## config.mk

```make
export PLATFORM = sky130hd
export DESIGN_NAME = x86prefetch_flat
export DESIGN_NICKNAME = d
export VERILOG_FILES = /design/src/rtl/x86_pkg.sv /design/src/rtl/x86prefetch_if.sv /design/src/rtl/x86prefetch_fifo.sv /design/src/rtl/x86prefetch.sv /design/src/flat_wrapper.sv
export SDC_FILE = /design/constraint.sdc
export NUM_CORES = 1
export LEC_CHECK = 0
export CAP_MARGIN = 20
export CORE_UTILIZATION = 35
export CTS_CLUSTER_SIZE = 24
export DETAILED_ROUTE_END_ITERATION = 12
export SKIP_CTS_REPAIR_TIMING = 1
export SYNTH_ARGS = -nofsm -noshare
export SYNTH_HDL_FRONTEND = slang
export SYNTH_HIERARCHICAL = 1
export SYNTH_SLANG_ARGS = --single-unit
```

## constraint.sdc

```tcl
create_clock -name clock -period 2.8 [get_ports clock]
set_input_delay 0.56 -clock clock [delete_from_list [all_inputs] [get_ports clock]]
set_output_delay 0.56 -clock clock [all_outputs]
set_load 0.1 [all_outputs]
```

## src/rtl/x86_pkg.sv

```systemverilog
// ----------------------------------------------------------------------------
// x86_pkg
// Shared definitions for the x86 front end (prefetch queue and decoder).
//   state_e   : prefetch FSM state encoding (S_FETCH, S_FULL, S_YIELD)
//   RESET_CS_DEF / RESET_IP_DEF : code segment / IP after reset
//   PHYS()    : real-mode physical address, ({cs,4'h0} + ip) mod 2^20
// ----------------------------------------------------------------------------
package x86_pkg;

    typedef enum logic [1:0] {
        S_FETCH = 2'd0,
        S_FULL  = 2'd1,
        S_YIELD = 2'd2
    } state_e;

    localparam logic [15:0] RESET_CS_DEF = 16'hF000;
    localparam logic [15:0] RESET_IP_DEF = 16'hFFF0;

    // The 20-bit sum drops the carry out of bit 19, giving the 8086 wrap.
    function automatic logic [19:0] PHYS(input logic [15:0] cs, input logic [15:0] ip);
        return {cs, 4'h0} + {4'h0, ip};
    endfunction

endpackage

```

## src/rtl/x86prefetch_if.sv

```systemverilog
// ----------------------------------------------------------------------------
// x86prefetch_if
// Bundles the memory-side fetch handshake and the decoder-side queue port
// of the prefetch block.
//   Memory side : mem_address, mem_rd, mem_ready, mem_data, bus_busy
//   Control     : flush, flush_cs, flush_ip
//   Decoder side: q_data, q_ip, q_valid, q_take, q_count
// Modports:
//   master : the prefetch queue itself
//   slave  : everything around it (memory, execution unit, decoder)
// ----------------------------------------------------------------------------
interface x86prefetch_if #(
    parameter int DEPTH = 8
);
    localparam int CW = $clog2(DEPTH) + 1;

    logic [19:0]   mem_address;
    logic          mem_rd;
    logic          mem_ready;
    logic [7:0]    mem_data;
    logic          bus_busy;
    logic          flush;
    logic [15:0]   flush_cs;
    logic [15:0]   flush_ip;
    logic [7:0]    q_data;
    logic [15:0]   q_ip;
    logic          q_valid;
    logic          q_take;
    logic [CW-1:0] q_count;

    modport master (
        output mem_address, mem_rd, q_data, q_ip, q_valid, q_count,
        input  mem_ready, mem_data, bus_busy, flush, flush_cs, flush_ip, q_take
    );

    modport slave (
        input  mem_address, mem_rd, q_data, q_ip, q_valid, q_count,
        output mem_ready, mem_data, bus_busy, flush, flush_cs, flush_ip, q_take
    );

endinterface

```

## src/rtl/x86prefetch_fifo.sv

```systemverilog
// ----------------------------------------------------------------------------
// x86prefetch_fifo
// Byte storage for the prefetch queue: circular buffer with head/tail
// pointers that wrap naturally (DEPTH is a power of two) and a byte count.
//   clock, reset : clock and asynchronous active-high reset
//   clear        : synchronous flush of pointers and count (wins over push/pop)
//   push, wdata  : write a byte at the tail
//   pop          : advance the head (caller guarantees count != 0)
//   rdata        : head byte, forced to 0 while empty
//   count        : bytes held, 0..DEPTH
// ----------------------------------------------------------------------------
module x86prefetch_fifo #(
    parameter int DEPTH = 8,
    localparam int AW = $clog2(DEPTH),
    localparam int CW = AW + 1
) (
    input  logic          clock,
    input  logic          reset,
    input  logic          clear,
    input  logic          push,
    input  logic          pop,
    input  logic [7:0]    wdata,
    output logic [7:0]    rdata,
    output logic [CW-1:0] count
);

    logic [7:0]    mem_q [DEPTH];
    logic [AW-1:0] head_q, head_d;
    logic [AW-1:0] tail_q, tail_d;
    logic [CW-1:0] count_q, count_d;

    always_comb begin
        head_d  = head_q;
        tail_d  = tail_q;
        count_d = count_q;
        if (clear) begin
            head_d  = '0;
            tail_d  = '0;
            count_d = '0;
        end else begin
            if (push) tail_d = tail_q + AW'(1);
            if (pop)  head_d = head_q + AW'(1);
            count_d = count_q + CW'(push) - CW'(pop);
        end
    end

    always_ff @(posedge clock or posedge reset) begin
        if (reset) begin
            head_q  <= '0;
            tail_q  <= '0;
            count_q <= '0;
        end else begin
            head_q  <= head_d;
            tail_q  <= tail_d;
            count_q <= count_d;
        end
    end

    // Storage needs no reset: stale entries are never visible because the
    // head byte is masked whenever the queue is empty.
    always_ff @(posedge clock) begin
        if (push && !clear) mem_q[tail_q] <= wdata;
    end

    assign rdata = (count_q != '0) ? mem_q[head_q] : 8'h00;
    assign count = count_q;

endmodule

```

## src/rtl/x86prefetch.sv

```systemverilog
// ----------------------------------------------------------------------------
// x86prefetch
// Real-mode instruction prefetch queue. Fetches code bytes at CS:IP into a
// DEPTH-byte FIFO and hands them, with their IP, to the decoder one at a
// time. Yields the bus while bus_busy is high; flush restarts at a new CS:IP.
//   clock, reset : clock and asynchronous active-high reset
//   bus          : x86prefetch_if.master (memory fetch port, flush control,
//                  decoder queue port)
//   stall_count  : only with X86PREFETCH_STALL_CNT_EN defined; cycles with
//                  an empty queue outside S_YIELD, saturating, reset-only clear
// ----------------------------------------------------------------------------
module x86prefetch
    import x86_pkg::*;
#(
    parameter int          DEPTH    = 8,
    parameter logic [15:0] RESET_CS = RESET_CS_DEF,
    parameter logic [15:0] RESET_IP = RESET_IP_DEF,
    localparam int CW = $clog2(DEPTH) + 1
) (
    input  logic        clock,
    input  logic        reset,
    x86prefetch_if.master bus
`ifdef X86PREFETCH_STALL_CNT_EN
    ,
    output logic [15:0] stall_count
`endif
);

    state_e        state_q, state_d;
    logic [15:0]   fetch_cs_q, fetch_cs_d;
    logic [15:0]   fetch_ip_q, fetch_ip_d;
    logic [15:0]   q_ip_q, q_ip_d;
    logic [CW-1:0] count;
    logic [CW-1:0] count_next;
    logic          q_valid;
    logic          mem_rd;
    logic          push;
    logic          pop;

    // Reset is included so no request escapes while the block is held.
    assign mem_rd  = (state_q == S_FETCH) && !bus.bus_busy && !bus.flush && !reset;
    assign push    = mem_rd && bus.mem_ready;
    assign q_valid = (count != '0);
    assign pop     = bus.q_take && q_valid && !bus.flush;

    assign count_next = count + CW'(push) - CW'(pop);

    x86prefetch_fifo #(.DEPTH(DEPTH)) u_fifo (
        .clock (clock),
        .reset (reset),
        .clear (bus.flush),
        .push  (push),
        .pop   (pop),
        .wdata (bus.mem_data),
        .rdata (bus.q_data),
        .count (count)
    );

    always_comb begin
        state_d    = state_q;
        fetch_cs_d = fetch_cs_q;
        fetch_ip_d = fetch_ip_q;
        q_ip_d     = q_ip_q;
        if (bus.flush) begin
            state_d    = bus.bus_busy ? S_YIELD : S_FETCH;
            fetch_cs_d = bus.flush_cs;
            fetch_ip_d = bus.flush_ip;
            q_ip_d     = bus.flush_ip;
        end else begin
            if (bus.bus_busy)
                state_d = S_YIELD;
            else if (count_next == CW'(DEPTH))
                state_d = S_FULL;
            else
                state_d = S_FETCH;
            // IP wraps within the segment; CS is never touched by fetching.
            if (push) fetch_ip_d = fetch_ip_q + 16'd1;
            if (pop)  q_ip_d     = q_ip_q + 16'd1;
        end
    end

    always_ff @(posedge clock or posedge reset) begin
        if (reset) begin
            state_q    <= S_FETCH;
            fetch_cs_q <= RESET_CS;
            fetch_ip_q <= RESET_IP;
            q_ip_q     <= RESET_IP;
        end else begin
            state_q    <= state_d;
            fetch_cs_q <= fetch_cs_d;
            fetch_ip_q <= fetch_ip_d;
            q_ip_q     <= q_ip_d;
        end
    end

    assign bus.mem_address = PHYS(fetch_cs_q, fetch_ip_q);
    assign bus.mem_rd      = mem_rd;
    assign bus.q_ip        = q_ip_q;
    assign bus.q_valid     = q_valid;
    assign bus.q_count     = count;

`ifdef X86PREFETCH_STALL_CNT_EN
    logic [15:0] stall_q;

    always_ff @(posedge clock or posedge reset) begin
        if (reset)
            stall_q <= 16'h0000;
        else if (!q_valid && (state_q != S_YIELD) && (stall_q != 16'hFFFF))
            stall_q <= stall_q + 16'd1;
    end

    assign stall_count = stall_q;
`endif

endmodule

```

## src/flat_wrapper.sv

```systemverilog
// flat-port wrapper written by rule: the top's interface ports become plain ports
module x86prefetch_flat import x86_pkg::*;
#(
    parameter int          DEPTH    = 8,
    parameter logic [15:0] RESET_CS = RESET_CS_DEF,
    parameter logic [15:0] RESET_IP = RESET_IP_DEF,
    localparam int CW = $clog2(DEPTH) + 1
)
  (clock, reset, bus_mem_address, bus_mem_rd, bus_q_data, bus_q_ip, bus_q_valid, bus_q_count, bus_mem_ready, bus_mem_data, bus_bus_busy, bus_flush, bus_flush_cs, bus_flush_ip, bus_q_take);
  x86prefetch_if #(.DEPTH(DEPTH)) bus_i ();
  input  logic clock;
  input  logic reset;
  output wire logic [$bits(bus_i.mem_address)-1:0] bus_mem_address;
  output wire logic [$bits(bus_i.mem_rd)-1:0] bus_mem_rd;
  output wire logic [$bits(bus_i.q_data)-1:0] bus_q_data;
  output wire logic [$bits(bus_i.q_ip)-1:0] bus_q_ip;
  output wire logic [$bits(bus_i.q_valid)-1:0] bus_q_valid;
  output wire logic [$bits(bus_i.q_count)-1:0] bus_q_count;
  input wire logic [$bits(bus_i.mem_ready)-1:0] bus_mem_ready;
  input wire logic [$bits(bus_i.mem_data)-1:0] bus_mem_data;
  input wire logic [$bits(bus_i.bus_busy)-1:0] bus_bus_busy;
  input wire logic [$bits(bus_i.flush)-1:0] bus_flush;
  input wire logic [$bits(bus_i.flush_cs)-1:0] bus_flush_cs;
  input wire logic [$bits(bus_i.flush_ip)-1:0] bus_flush_ip;
  input wire logic [$bits(bus_i.q_take)-1:0] bus_q_take;
  assign bus_mem_address = bus_i.mem_address;
  assign bus_mem_rd = bus_i.mem_rd;
  assign bus_q_data = bus_i.q_data;
  assign bus_q_ip = bus_i.q_ip;
  assign bus_q_valid = bus_i.q_valid;
  assign bus_q_count = bus_i.q_count;
  assign bus_i.mem_ready = bus_mem_ready;
  assign bus_i.mem_data = bus_mem_data;
  assign bus_i.bus_busy = bus_bus_busy;
  assign bus_i.flush = bus_flush;
  assign bus_i.flush_cs = bus_flush_cs;
  assign bus_i.flush_ip = bus_flush_ip;
  assign bus_i.q_take = bus_q_take;
  x86prefetch #(.DEPTH(DEPTH), .RESET_CS(RESET_CS), .RESET_IP(RESET_IP)) u_core (.clock(clock), .reset(reset), .bus(bus_i));
endmodule
```

# Word-level counts from Yosys, hierarchy flattened
# Memory sizes are Yosys's and may differ from the RTL's.
# Index checks and enable logic that the tools add are counted.
# word_totals
regBits	60
ramBits	64
input_bits	46
wordCells	46
memories	1
# memory_table
memory	depth	width	rd	rd_clocked_by_memory_dff	wr	line	rtl
u_core.u_fifo.mem_q	8	8	1	0	1	x86prefetch_fifo.sv:27	logic [7:0] mem_q [DEPTH];
# classes
addsub	7
eq_ne	1
mux	16
reduce_logical	14
# ops
operator	n
16-bit 2-to-1 mux	4
16-bit by 1-bit adder with 16-bit output (second input constant)	2
20-bit by 16-bit adder with 20-bit output	1
3-bit 2-to-1 mux	4
8-bit 2-to-1 mux	1
1-bit logical AND	7
3-bit by 1-bit adder with 3-bit output (second input constant)	2
2-bit 2-to-1 mux	3
4-bit by 1-bit adder with 4-bit output	1
4-bit equality test (second input constant)	1
4-bit 2-to-1 mux	1
2-bit nonzero test	2
4-bit nonzero test	1
4-bit by 1-bit subtractor with 4-bit output	1
1-bit zero test	3
1-bit 2-to-1 mux	3
2-bit zero test	1

# Longest topological paths before layout
# Gate-level depths: netlist of the first run.
# depth
word_depth	11
depth_mapped	14
depth_no_buf	14

# Modules after synthesis
# The synthesis of the first run kept the hierarchy.
# by_module_without_submodules
module	n_inst	cells_each	area_each_um2	seq_area_each_um2
x86prefetch	1	330	3214.3	1286.2
x86prefetch_fifo	1	196	3171.8	2172.1

# Worst setup path before layout of the first run
# OpenSTA, ideal clock, no wires.
# synth_timing
path_kind	register to register
startpoint	reg u_core.u_fifo.count_q[2] (netlist: u_core/u_fifo/count[2])
endpoint	reg u_core.state_q[0]
arrival_time_ns	3.909
required_time_ns	2.706
slack_ns	-1.203
stages_incl_launch_ff	15
n_path_buf	0
period_less_slack_ns	4.003
cell_sequence	dfrtp_1 -> inv_1 -> ha_1 -> nor3b_2 -> inv_1 -> and3_1 -> ha_1 -> inv_1 -> ha_1 -> inv_1 -> fa_1 -> nand3b_1 -> a21oi_1 -> nor2_1 -> a211oi_1
# synth_between
elab_chain_len	8
# synth_lines
element	line	rtl
start: declaration	x86prefetch_fifo.sv:30	logic [CW-1:0] count_q, count_d;
start signal: assignment	x86prefetch_fifo.sv:55	count_q <= count_d;
4-bit nonzero test	x86prefetch.sv:43	assign q_valid = (count != '0);
via bus_q_valid	flat_wrapper.sv:17	output wire logic [$bits(bus_i.q_valid)-1:0] bus_q_valid;
1-bit logical AND (2 in series)	x86prefetch.sv:44	assign pop = bus.q_take && q_valid && !bus.flush;
via u_core.pop	x86prefetch.sv:38	logic pop;
4-bit by 1-bit subtractor with 4-bit output	x86prefetch.sv:46	assign count_next = count + CW'(push) - CW'(pop);
4-bit equality test	x86prefetch.sv:72	else if (count_next == CW'(DEPTH))
1-bit 2-to-1 mux	x86prefetch.sv:72	
2-bit 2-to-1 mux	x86prefetch.sv:70	if (bus.bus_busy)
2-bit 2-to-1 mux	x86prefetch.sv:64	if (bus.flush) begin
via u_core.state_d[0]	x86prefetch.sv:29	state_e state_q, state_d;
end signal: assignment	x86prefetch.sv:89	state_q <= state_d;
end: declaration	x86prefetch.sv:29	
# The timed path passes the listed nets, and every way through them passes these cells.
# A chain may end at the register's enable or synchronous reset.

# Worst setup path after layout of the first run
# layout_timing
startpoint	reg u_core.fetch_ip_q[4]
endpoint	out bus_mem_address[14]
# layout_between
elab_chain_len	1
# layout_lines
element	line	rtl
start: declaration	x86prefetch.sv:31	logic [15:0] fetch_ip_q, fetch_ip_d;
start signal: assignment	x86prefetch.sv:91	fetch_ip_q <= fetch_ip_d;
20-bit by 16-bit adder with 20-bit output	x86_pkg.sv:21	return {cs, 4'h0} + {4'h0, ip};
end: declaration	flat_wrapper.sv:13	output wire logic [$bits(bus_i.mem_address)-1:0] bus_mem_address;
# Every way passes these cells.

==> results of run 1 <==
registers in the layout, summed over array words and instances (netlist names):
signal	count
u_core/bus.q_ip	16
u_core/fetch_cs_q	16
u_core/fetch_ip_q	16
u_core/state_q	2
u_core/u_fifo/count	4
u_core/u_fifo/head_q	3
u_core/u_fifo/mem_q	64
u_core/u_fifo/tail_q	3
power by group:
group          internal [µW]  leakage [µW]  switching (µW)
clock                   1140      0.000260             853
sequential              2070       0.00126             152
combinational           1320       0.00182            2350
cell usage after synthesis (all sizes together) (4+ instances only):
library cell   n  share of area (%)
nor3          15                2.0
nand2b         5               0.49
mux2i         35                5.5
o211ai         9                1.1
nand3         16                1.4
xor2          22                3.0
a21o           4               0.47
o21ai         30                2.4
dfstp         28                 12
clkbuf         8               0.47
ha            26                5.1
inv           24                1.5
dfrtp         32                 13
and3           6               0.59
a22o          16                2.2
a21oi         18                1.4
nand2         36                2.1
edfxtp        64                 30
buf           15                1.9
o311ai         6               0.82
nor2          28                1.8
nor2b          6               0.59
mux2          16                2.8
nand4         12                1.2
and2           5               0.49
xnor2         15                2.1
worst reg2reg max path, cell delays in order, from the launching register on:
cell and delay (ns):
dfrtp_4 0.49, inv_2 0.08, ha_4 0.13, nor3b_4 0.27, clkinvlp_4 0.14, and3_4 0.19, ha_4 0.21, inv_2 0.07
ha_4 0.13, inv_2 0.04, fa_2 0.37, nand3b_1 0.17, a21oi_1 0.16, nor2_1 0.06, a211oi_1 0.20
stage by stage:
stage,worst slack (ns),instance area [µm²],TNS (ns),std cells
after floorplan,-0.545,6740,-2.16,526
final,-0.332,9020,-2.31,897
after CTS,-0.407,8800,-3.02,891
after detailed placement,-0.0988,8260,-0.0988,859
after global placement,-0.0352,8260,-0.0352,859
after global routing,-0.437,9020,-3.45,897
kinds of logic after synthesis:
kind of cell	after synthesis	synth area share, %
and+or+nand+nor	141	12.4
adders and majority gates	29	6.03
buffers and inverters	47	3.90
muxes	51	8.31
AOI/OAI and AO/OA	97	10.2
DFF	124	54.2
xor gates and xnor gates	37	5.07
area by class of cell:
type                            instances  area (µm²)  area share, %
Clock inverter                         15         118           1.30
Multi-Input combinational cell        355        3180           35.2
Timing Repair Buffer                  133        1440           16.0
Clock buffer                           17         425           4.72
Sequential cell                       124        3470           38.5
Tap cell                              229         287           3.18
Inverter                               24         101           1.12
final timing paths:
| check | from | end | slack, ns |
|---|---|---|---|
| max | u_core/fetch_ip_q[4]$_DFFE_PP1P_ | bus_mem_address[14] | -0.33 |
| min | u_core/fetch_cs_q[11]$_DFFE_PP0P_ | u_core/fetch_cs_q[11]$_DFFE_PP0P_ | 0.52 |
| max reg2reg | u_core/u_fifo/count[3]$_DFF_PP0_ | u_core/state_q[0]$_DFF_PP0_ | 0.03 |
| min reg2reg | u_core/fetch_cs_q[11]$_DFFE_PP0P_ | u_core/fetch_cs_q[11]$_DFFE_PP0P_ | 0.52 |
| max in group asynchronous | reset | u_core/bus.q_ip[14]$_DFFE_PP1P_ | 1.48 |
| min in group asynchronous | reset | u_core/u_fifo/head_q[1]$_DFFE_PP0P_ | 0.63 |
metal layers:
layer / vias to the layer above / global-route usage, % / routed length, µm
li1: 2198 / - / -
met1: 2327 / 22.4 / 6870
met2: 123 / 29.0 / 7750
met3: 14 / 5.41 / 799
met4: 0 / 6.47 / 199
met5: - / 0 / 0
==> flow_summary.yaml, run 1 <==
global_route:
  grt_start_max_net_pins: 65
  grt_pass1_vias: 4755
  antenna_found_initial: 0
  grt_pass1_wl_mm: 24.8
  track_usage_pct: 17.9
  globalRoute.totalOverflow: 0
power_and_ir_drop:
  p_leak_uw: 0.00334
  p_total_uw: 7880
  power.density_nw_per_um2: 874
  max-vdd-ir-drop_uv: 734
timing:
  drv_slew: 0
  hold_viol: 0
  rsz0062_at_grt: "true"
  tightest_slew_ns: 0.670
  whs_ns: 0.518
  fin_ws_ns: -0.332
  finalCriticalPeriod_ns: 3.13
  fmax_mhz: 319
  clock_skew_ns: 0.00808
  slew_headroom_pct: 55.3
  setup_violations: 10
  fin_crit_sh_pct: 112
setup_path:
  path_class: "register to primary output"
  cpLargestDelayFamily: "flip-flops"
  worst-path-stages: 10
  rr_worst_depth: 14
  cp-end-kind: "primary output"
  worst_ep_required_time_ns: 2.24
  cp_cell_sequence: "ha_4, inv_2, fa_2, nand2b_4, a21oi_4, nor2_4, o211ai_1, buf_4, xor2_4, buf_12"
  cpPeakStageDelay_ns: 0.55
  crit_path_max_fanout: 3
  crit_buf_inv: 3
  cpMaxStageDelayCell: "dfstp_2"
  worst_ep_arrival_time_ns: 2.57
  startpoint_type: "register"
synthesis:
  synth_cell_types: 58
  yosysSeqAreaShare_pct: 54.2
  synth_nets: 601
  netlist_instances: 526
  synth_edf_count: 64
  yosysWarnings: 6
  synth.avg_cell_area_um2: 12.1
  async_flop_share_pct: 48.4
  ys_ff_latch: 124
  netlist_area_um2: 6390
  synth_ff_type: "edfxtp_1"
clock_network:
  numCtsBuffers: 17
  clockBufferDepth: 2
  cts-root-buf: "clkbuf_16"
  cts_max_level: 4
  clock_sink_count: 124
  clk_latency_ns: 0.41
  clk_pin_slew_ns: 0.06
  cts_tree: "built"
route:
  drc: 0
  vias: 4662
  first_pass_iters: 4
  ant_nets: 0
  vias_per_cell: 5.20
  routed_wl_mm: 15.6
  wire_per_inst_um: 17.4
  initialDrtViolationCount: 183
floorplan:
  fp.dieW_um: 137
  start_util_pct: 35.7
  rows: 49
  die-area_um2: 18800
  die_h_um: 137
  ios: 96
  coreArea_um2: 17900
layout:
  nets: 730
  final_common_cell: "edfxtp_1"
  final_util_pct: 50.4
  drive_above_1_share_pct: 36.7
  layout-area-overhead-vs-synth_pct: 41.2
  fillers: 1559
  layout_common_cells: "edfxtp_1 (64), buf_4 (60), clkdlybuf4s50_1 (44), nand2_1 (35), mux2i_1 (35)"
  insertedDiodeCount: 0
status:
  outcome: "finished with violations"
  failed_checks: "negative setup slack"
hold_path:
  hp-class: "register to register"
  min_path_cells: 1
placed_design:
  io_buffers: 95
  routabilityCongestion: 0.804
  dp_hpwl_mm: 11.1
run:
  maxCapViolCount: 0
Note: power is estimated with default switching activity, not from simulation.
==> inputs of run 2 (changes only) <==
Settings changed: GPL_TIMING_DRIVEN from default to 0.
==> flow_summary.yaml, run 2 (synthesized netlist as in run 1, its figures left out) <==
layout:
  nets: 733
  largest_register_ffs: 64
  insertedDiodeCount: 0
  drive_above_1_share_pct: 33.4
  final_common_cell: "clkdlybuf4s50_1"
  layout_common_cells: "clkdlybuf4s50_1 (68), edfxtp_1 (64), nand2_1 (35), mux2i_1 (35)"
  top_register: "u_core/u_fifo/mem_q"
  layout-area-overhead-vs-synth_pct: 41.1
floorplan:
  ios: 96
  coreArea_um2: 17900
  rows: 49
  die-area_um2: 18800
  fp.dieW_um: 137
  start_util_pct: 35.7
  die_h_um: 137
setup_path:
  crit_path_max_fanout: 6
  crit_start: "u_core/fetch_ip_q[4]$_DFFE_PP1P_"
  r2r_start: "u_core/u_fifo/count[2]$_DFF_PP0_"
  rr_worst_depth: 13
  crit_buf_inv: 2
  startpoint_type: "register"
  cp_cell_sequence: "ha_4, inv_2, fa_2, nand2b_4, a21oi_4, nor2_4, o211ai_1, xor2_4, buf_12"
  cpLargestDelayFamily: "flip-flops"
  path_class: "register to primary output"
  cpPeakStageDelay_ns: 0.63
  worst_ep_arrival_time_ns: 2.80
  worst_ep_required_time_ns: 2.24
  cp-endpoint: "bus_mem_address[14]"
  worst-path-stages: 9
  cpMaxStageDelayCell: "dfstp_2"
  cp-end-kind: "primary output"
  r2r-end: "u_core/state_q[0]$_DFF_PP0_"
  r2r_slack_ns: -0.04
global_route:
  antenna_found_initial: 0
  globalRoute.totalOverflow: 0
  grt_pass1_wl_mm: 25.3
  track_usage_pct: 18.2
  grt_pass1_vias: 4862
  grt_start_max_net_pins: 29
timing:
  fin_crit_sh_pct: 120
  tightest_slew_ns: 1.04
  fmax_mhz: 297
  rsz0062_at_grt: "true"
  clock_skew_ns: 0.00725
  slew_headroom_pct: 30.7
  fin_ws_ns: -0.564
  setup_violations: 11
  hold_viol: 0
  drv_slew: 0
  finalCriticalPeriod_ns: 3.36
placed_design:
  dp_hpwl_mm: 11.7
  place_ws_ns: -1.24
  io_buffers: 95
  routabilityCongestion: 0.805
route:
  vias_per_cell: 5.19
  vias: 4669
  routed_wl_mm: 16.4
  drc: 0
  first_pass_iters: 4
  initialDrtViolationCount: 270
  wire_per_inst_um: 18.2
  ant_nets: 0
clock_network:
  cts_tree: "built"
  clockBufferDepth: 2
  clk_latency_ns: 0.41
  clk_pin_slew_ns: 0.06
  cts-root-buf: "clkbuf_16"
  numCtsBuffers: 17
  cts_max_level: 4
  clock_sink_count: 124
power_and_ir_drop:
  max-vdd-ir-drop_uv: 618
  power.density_nw_per_um2: 862
  p_leak_uw: 0.00329
  p_total_uw: 7770
hold_path:
  hp-class: "register to register"
run:
  maxCapViolCount: 0
status:
  outcome: "finished with violations"
  failed_checks: "negative setup slack"
-- run 2: changes by cell type in the layout (fill, tap and decap cells not counted), sizes merged --
| cell | delta |
|---|---|
| inv | +3 |
| buf | -41 |
| clkinv | -4 |
| clkdlybuf4s50 | +24 |
| clkbuf | +17 |
| bufinv | +1 |
| dlymetal6s2s | +3 |
-- run 2: worst reg2reg max path, cell delays in order (launching register included) --
cell        delay, ns
dfrtp_4          0.48
inv_2            0.08
ha_4             0.11
nor3b_4          0.29
clkinvlp_4       0.16
and3_4           0.22
ha_4             0.21
inv_1            0.06
ha_2             0.18
inv_2            0.04
fa_2             0.39
nor3b_1          0.23
a21oi_1          0.07
a211oi_2         0.22
-- run 2: cell type report --
type / instances / area (µm²)
Fill cell: 1583 / 8890
Sequential cell: 124 / 3470
Multi-Input combinational cell: 355 / 3230
Timing Repair Buffer: 115 / 1200
Clock buffer: 17 / 425
Tap cell: 229 / 287
Clock inverter: 15 / 153
Buffer: 21 / 146
Inverter: 24 / 103
-- run 2: stage by stage --
step           std cells  TNS, ns  utilization [%]  hold WS (ns)  instance area, µm²
3_3_place_gp         850   -79.29             44.6         0.508                7980
6_report             900    -3.52             50.3         0.527                9010
4_1_cts              886   -43.07             48.1         0.520                8620
3_5_place_dp         854   -61.82             44.9         0.507                8040
5_1_grt              900    -4.71             50.3         0.542                9010
2_1_floorplan        526    -2.16                -         0.400                6740
-- run 2: power by group --
group          switching, µW  leakage [µW]  internal, µW
clock                    893      0.000279          1250
combinational           2320       0.00175          1090
sequential               149       0.00126          2070
total                   3370       0.00329          4400
-- run 2: worst min-delay path by stage --
stage	start	endpoint	cells past startpoint
after floorplan	reset	u_core/u_fifo/head_q[0]$_DFFE_PP0P_	1
after global placement	u_core/fetch_cs_q[10]$_DFFE_PP0P_	u_core/fetch_cs_q[10]$_DFFE_PP0P_	1
after detailed placement	u_core/fetch_cs_q[6]$_DFFE_PP0P_	u_core/fetch_cs_q[6]$_DFFE_PP0P_	1
after CTS	u_core/fetch_cs_q[6]$_DFFE_PP0P_	u_core/fetch_cs_q[6]$_DFFE_PP0P_	1
after global routing	u_core/fetch_cs_q[6]$_DFFE_PP0P_	u_core/fetch_cs_q[6]$_DFFE_PP0P_	1
final	u_core/fetch_cs_q[6]$_DFFE_PP0P_	u_core/fetch_cs_q[6]$_DFFE_PP0P_	1
-- run 2: per-layer routing --
| metal | routed length [µm] | vias up | GRT usage (%) | part of all wire [%] |
|---|---|---|---|---|
| met4 | 316 | 0 | 6.96 | 1.9 |
| met2 | 8340 | 110 | 31.1 | 51 |
| met1 | 6980 | 2334 | 22.1 | 42 |
| li1 | - | 2202 | - | - |
| met5 | 0 | - | 0 | 0 |
| met3 | 786 | 23 | 4.59 | 4.8 |
==> inputs of run 3 (changes only) <==
Settings changed: ABC_AREA from default to 1, PLACE_DENSITY from default to 0.65.
==> flow_summary.yaml, run 3 <==
layout:
  nets: 1133
  final_util_pct: 47.7
  drive_above_1_share_pct: 20.8
  insertedDiodeCount: 0
  top_register: "u_core/u_fifo/mem_q"
  fillers: 1949
  layout_common_cells: "nand2_1 (292), inv_1 (160), nand3_1 (95), clkdlybuf4s50_1 (66), edfxtp_1 (64)"
  layout-area-overhead-vs-synth_pct: 32.8
  final_common_cell: "nand2_1"
  largest_register_ffs: 64
power_and_ir_drop:
  seq_power_share_pct: 28.1
  p_leak_uw: 0.00456
  p_sw_share_pct: 46.4
  p_int_uw: 4410
  p_clk_share_pct: 26.8
  combPwrFrac_pct: 45.1
  power.density_nw_per_um2: 846
  p_sw_uw: 3810
  max-vdd-ir-drop_uv: 808
  p_total_uw: 8220
setup_path:
  path_class: "register to primary output"
  worst_ep_required_time_ns: 2.24
  worst_ep_arrival_time_ns: 2.36
  crit_path_max_fanout: 4
  cp-end-kind: "primary output"
  startpoint_type: "register"
timing:
  finalCriticalPeriod_ns: 2.92
  setup_violations: 5
  drv_slew: 0
  rsz0062_at_grt: "true"
  fin_crit_sh_pct: 104
  fin_ws_ns: -0.118
  hold_viol: 0
  slew_headroom_pct: 30.2
  fmax_mhz: 343
  tightest_slew_ns: 1.04
  clock_skew_ns: 0.00880
synthesis:
  synthTopCellsByCount: "nand2_1 (313), inv_1 (163), nand3_1 (99), edfxtp_1 (64), nor2_1 (59)"
  synth_ff_type: "edfxtp_1"
  async_flop_share_pct: 48.4
  synth_edf_count: 64
  ys_ff_latch: 124
  synth.avg_cell_area_um2: 7.87
  synth_cell_types: 38
  netlist_top_cells_area: "edfxtp_1 (26%), nand2_1 (16%), dfrtp_1 (11%)"
  netlist_instances: 930
  post-synth-top-count-cell: "nand2_1"
  synth_nets: 1005
  netlist_area_um2: 7320
  yosysTopAreaCell: "edfxtp_1"
  yosysSeqAreaShare_pct: 47.3
  synth_top_area_share_pct: 26.3
  yosysWarnings: 6
global_route:
  track_usage_pct: 18.2
  globalRoute.totalOverflow: 0
  antenna_found_initial: 0
  grt_pass1_vias: 5916
  grt_pass1_wl_mm: 30.4
  grt_start_max_net_pins: 27
route:
  first_pass_iters: 5
  vias: 6313
  routed_wl_mm: 18.9
  wire_per_inst_um: 14.1
  initialDrtViolationCount: 400
  drc: 0
  ant_nets: 0
  vias_per_cell: 4.71
placed_design:
  io_buffers: 95
  dp_hpwl_mm: 13.7
  routabilityCongestion: 0.863
floorplan:
  die-area_um2: 21500
  die_h_um: 147
  coreArea_um2: 20400
  fp.dieW_um: 147
  rows: 52
  start_util_pct: 35.9
  ios: 96
status:
  outcome: "finished with violations"
  failed_checks: "negative setup slack"
run:
  maxCapViolCount: 0
hold_path:
  hp-class: "register to register"
clock_network:
  clockBufferDepth: 2
  clock_sink_count: 124
  clk_latency_ns: 0.42
  cts_tree: "built"
  numCtsBuffers: 17
  cts_max_level: 4
  cts-root-buf: "clkbuf_16"
  clk_pin_slew_ns: 0.06
run 3: changes by cell type after synthesis, moves of 14 or more:
cell / delta
a22o_1: -16
inv_1: +140
mux2_2: -16
mux2i_1: -35
nand2_1: +277
nand3_1: +84
nor2_1: +33
xor2_1: -14
run 3: kinds of logic (layout without fill, tap and decap cells):
group | Yosys count | in the layout | synth area share (%)
compound gates | 56 | 56 | 4.34
xor+xnor | 16 | 16 | 1.91
flops | 124 | 124 | 47.3
simple gates | 512 | 512 | 29.9
buf+inv | 193 | 334 | 11.3
fa+ha+maj | 29 | 29 | 5.27
run 3: stage by stage:
stage	area [µm²]	TNS (ns)	hold slack, ns	instances	setup WS [ns]
after detailed placement	8740	-49.85	0.470	1296	-0.855
after global routing	9720	-0.948	0.515	1341	-0.213
after global placement	8720	-51.23	0.463	1295	-0.831
after floorplan	7430	-0.846	0.400	930	-0.474
after CTS	9330	-31.80	0.484	1328	-1.33
final	9720	-0.428	0.494	1341	-0.118
run 3: area by class of cell:
class | instances | area [µm²] | area share [%]
flip-flops and latches | 124 | 3470 | 35.7
repair buffers | 109 | 1130 | 11.7
well taps | 270 | 338 | 3.48
multi-input cells | 613 | 3360 | 34.6
clock buffers | 17 | 425 | 4.38
plain buffers | 25 | 194 | 2.00
clock inverters | 15 | 166 | 1.71
inverters | 168 | 633 | 6.51
run 3: worst paths after layout:
path | startpoint | end | slack (ns) | depth (start not counted)
hold reg to reg | u_core/fetch_cs_q[11]$_DFFE_PP0P_ | u_core/fetch_cs_q[11]$_DFFE_PP0P_ | 0.49 | 2
min in group asynchronous | reset | u_core/u_fifo/count[3]$_DFF_PP0_ | 0.53 | 2
setup reg to reg | u_core/u_fifo/count[2]$_DFF_PP0_ | u_core/state_q[0]$_DFF_PP0_ | 0.28 | 13
hold / removal | u_core/fetch_cs_q[11]$_DFFE_PP0P_ | u_core/fetch_cs_q[11]$_DFFE_PP0P_ | 0.49 | 2
max in group asynchronous | reset | u_core/bus.q_ip[8]$_DFFE_PP1P_ | 1.58 | 3
setup / recovery | u_core/fetch_ip_q[4]$_DFFE_PP1P_ | bus_mem_address[18] | -0.12 | 11
run 3: layer usage:
layer / part of all wire, % / up-vias / GRT usage (%)
met4: 1.3 / 0 / 5.63
met3: 4.8 / 20 / 3.13
met2: 48 / 146 / 29.3
met1: 46 / 2977 / 25.0
li1: - / 3170 / -
met5: 0 / - / 0
run 3: critical path, cell delays in order, from the launching register on:
cell	delay (ns)
dfstp_2	0.62
ha_4	0.16
inv_2	0.04
fa_2	0.36
inv_2	0.07
nand4_1	0.09
nand2_2	0.16
nand2_2	0.07
nand2_1	0.06
nand2_1	0.05
nand2_2	0.08
buf_12	0.17
run 3: power by group through the flow:
stage | sequential [µW] | clock (µW) | combinational (µW)
after floorplan | 2870 | 0 | 2180
after global placement | 2340 | 0 | 3530
after detailed placement | 2340 | 0 | 3570
after CTS | 2310 | 2250 | 3580
after global routing | 2340 | 2330 | 3940
final | 2310 | 2200 | 3710
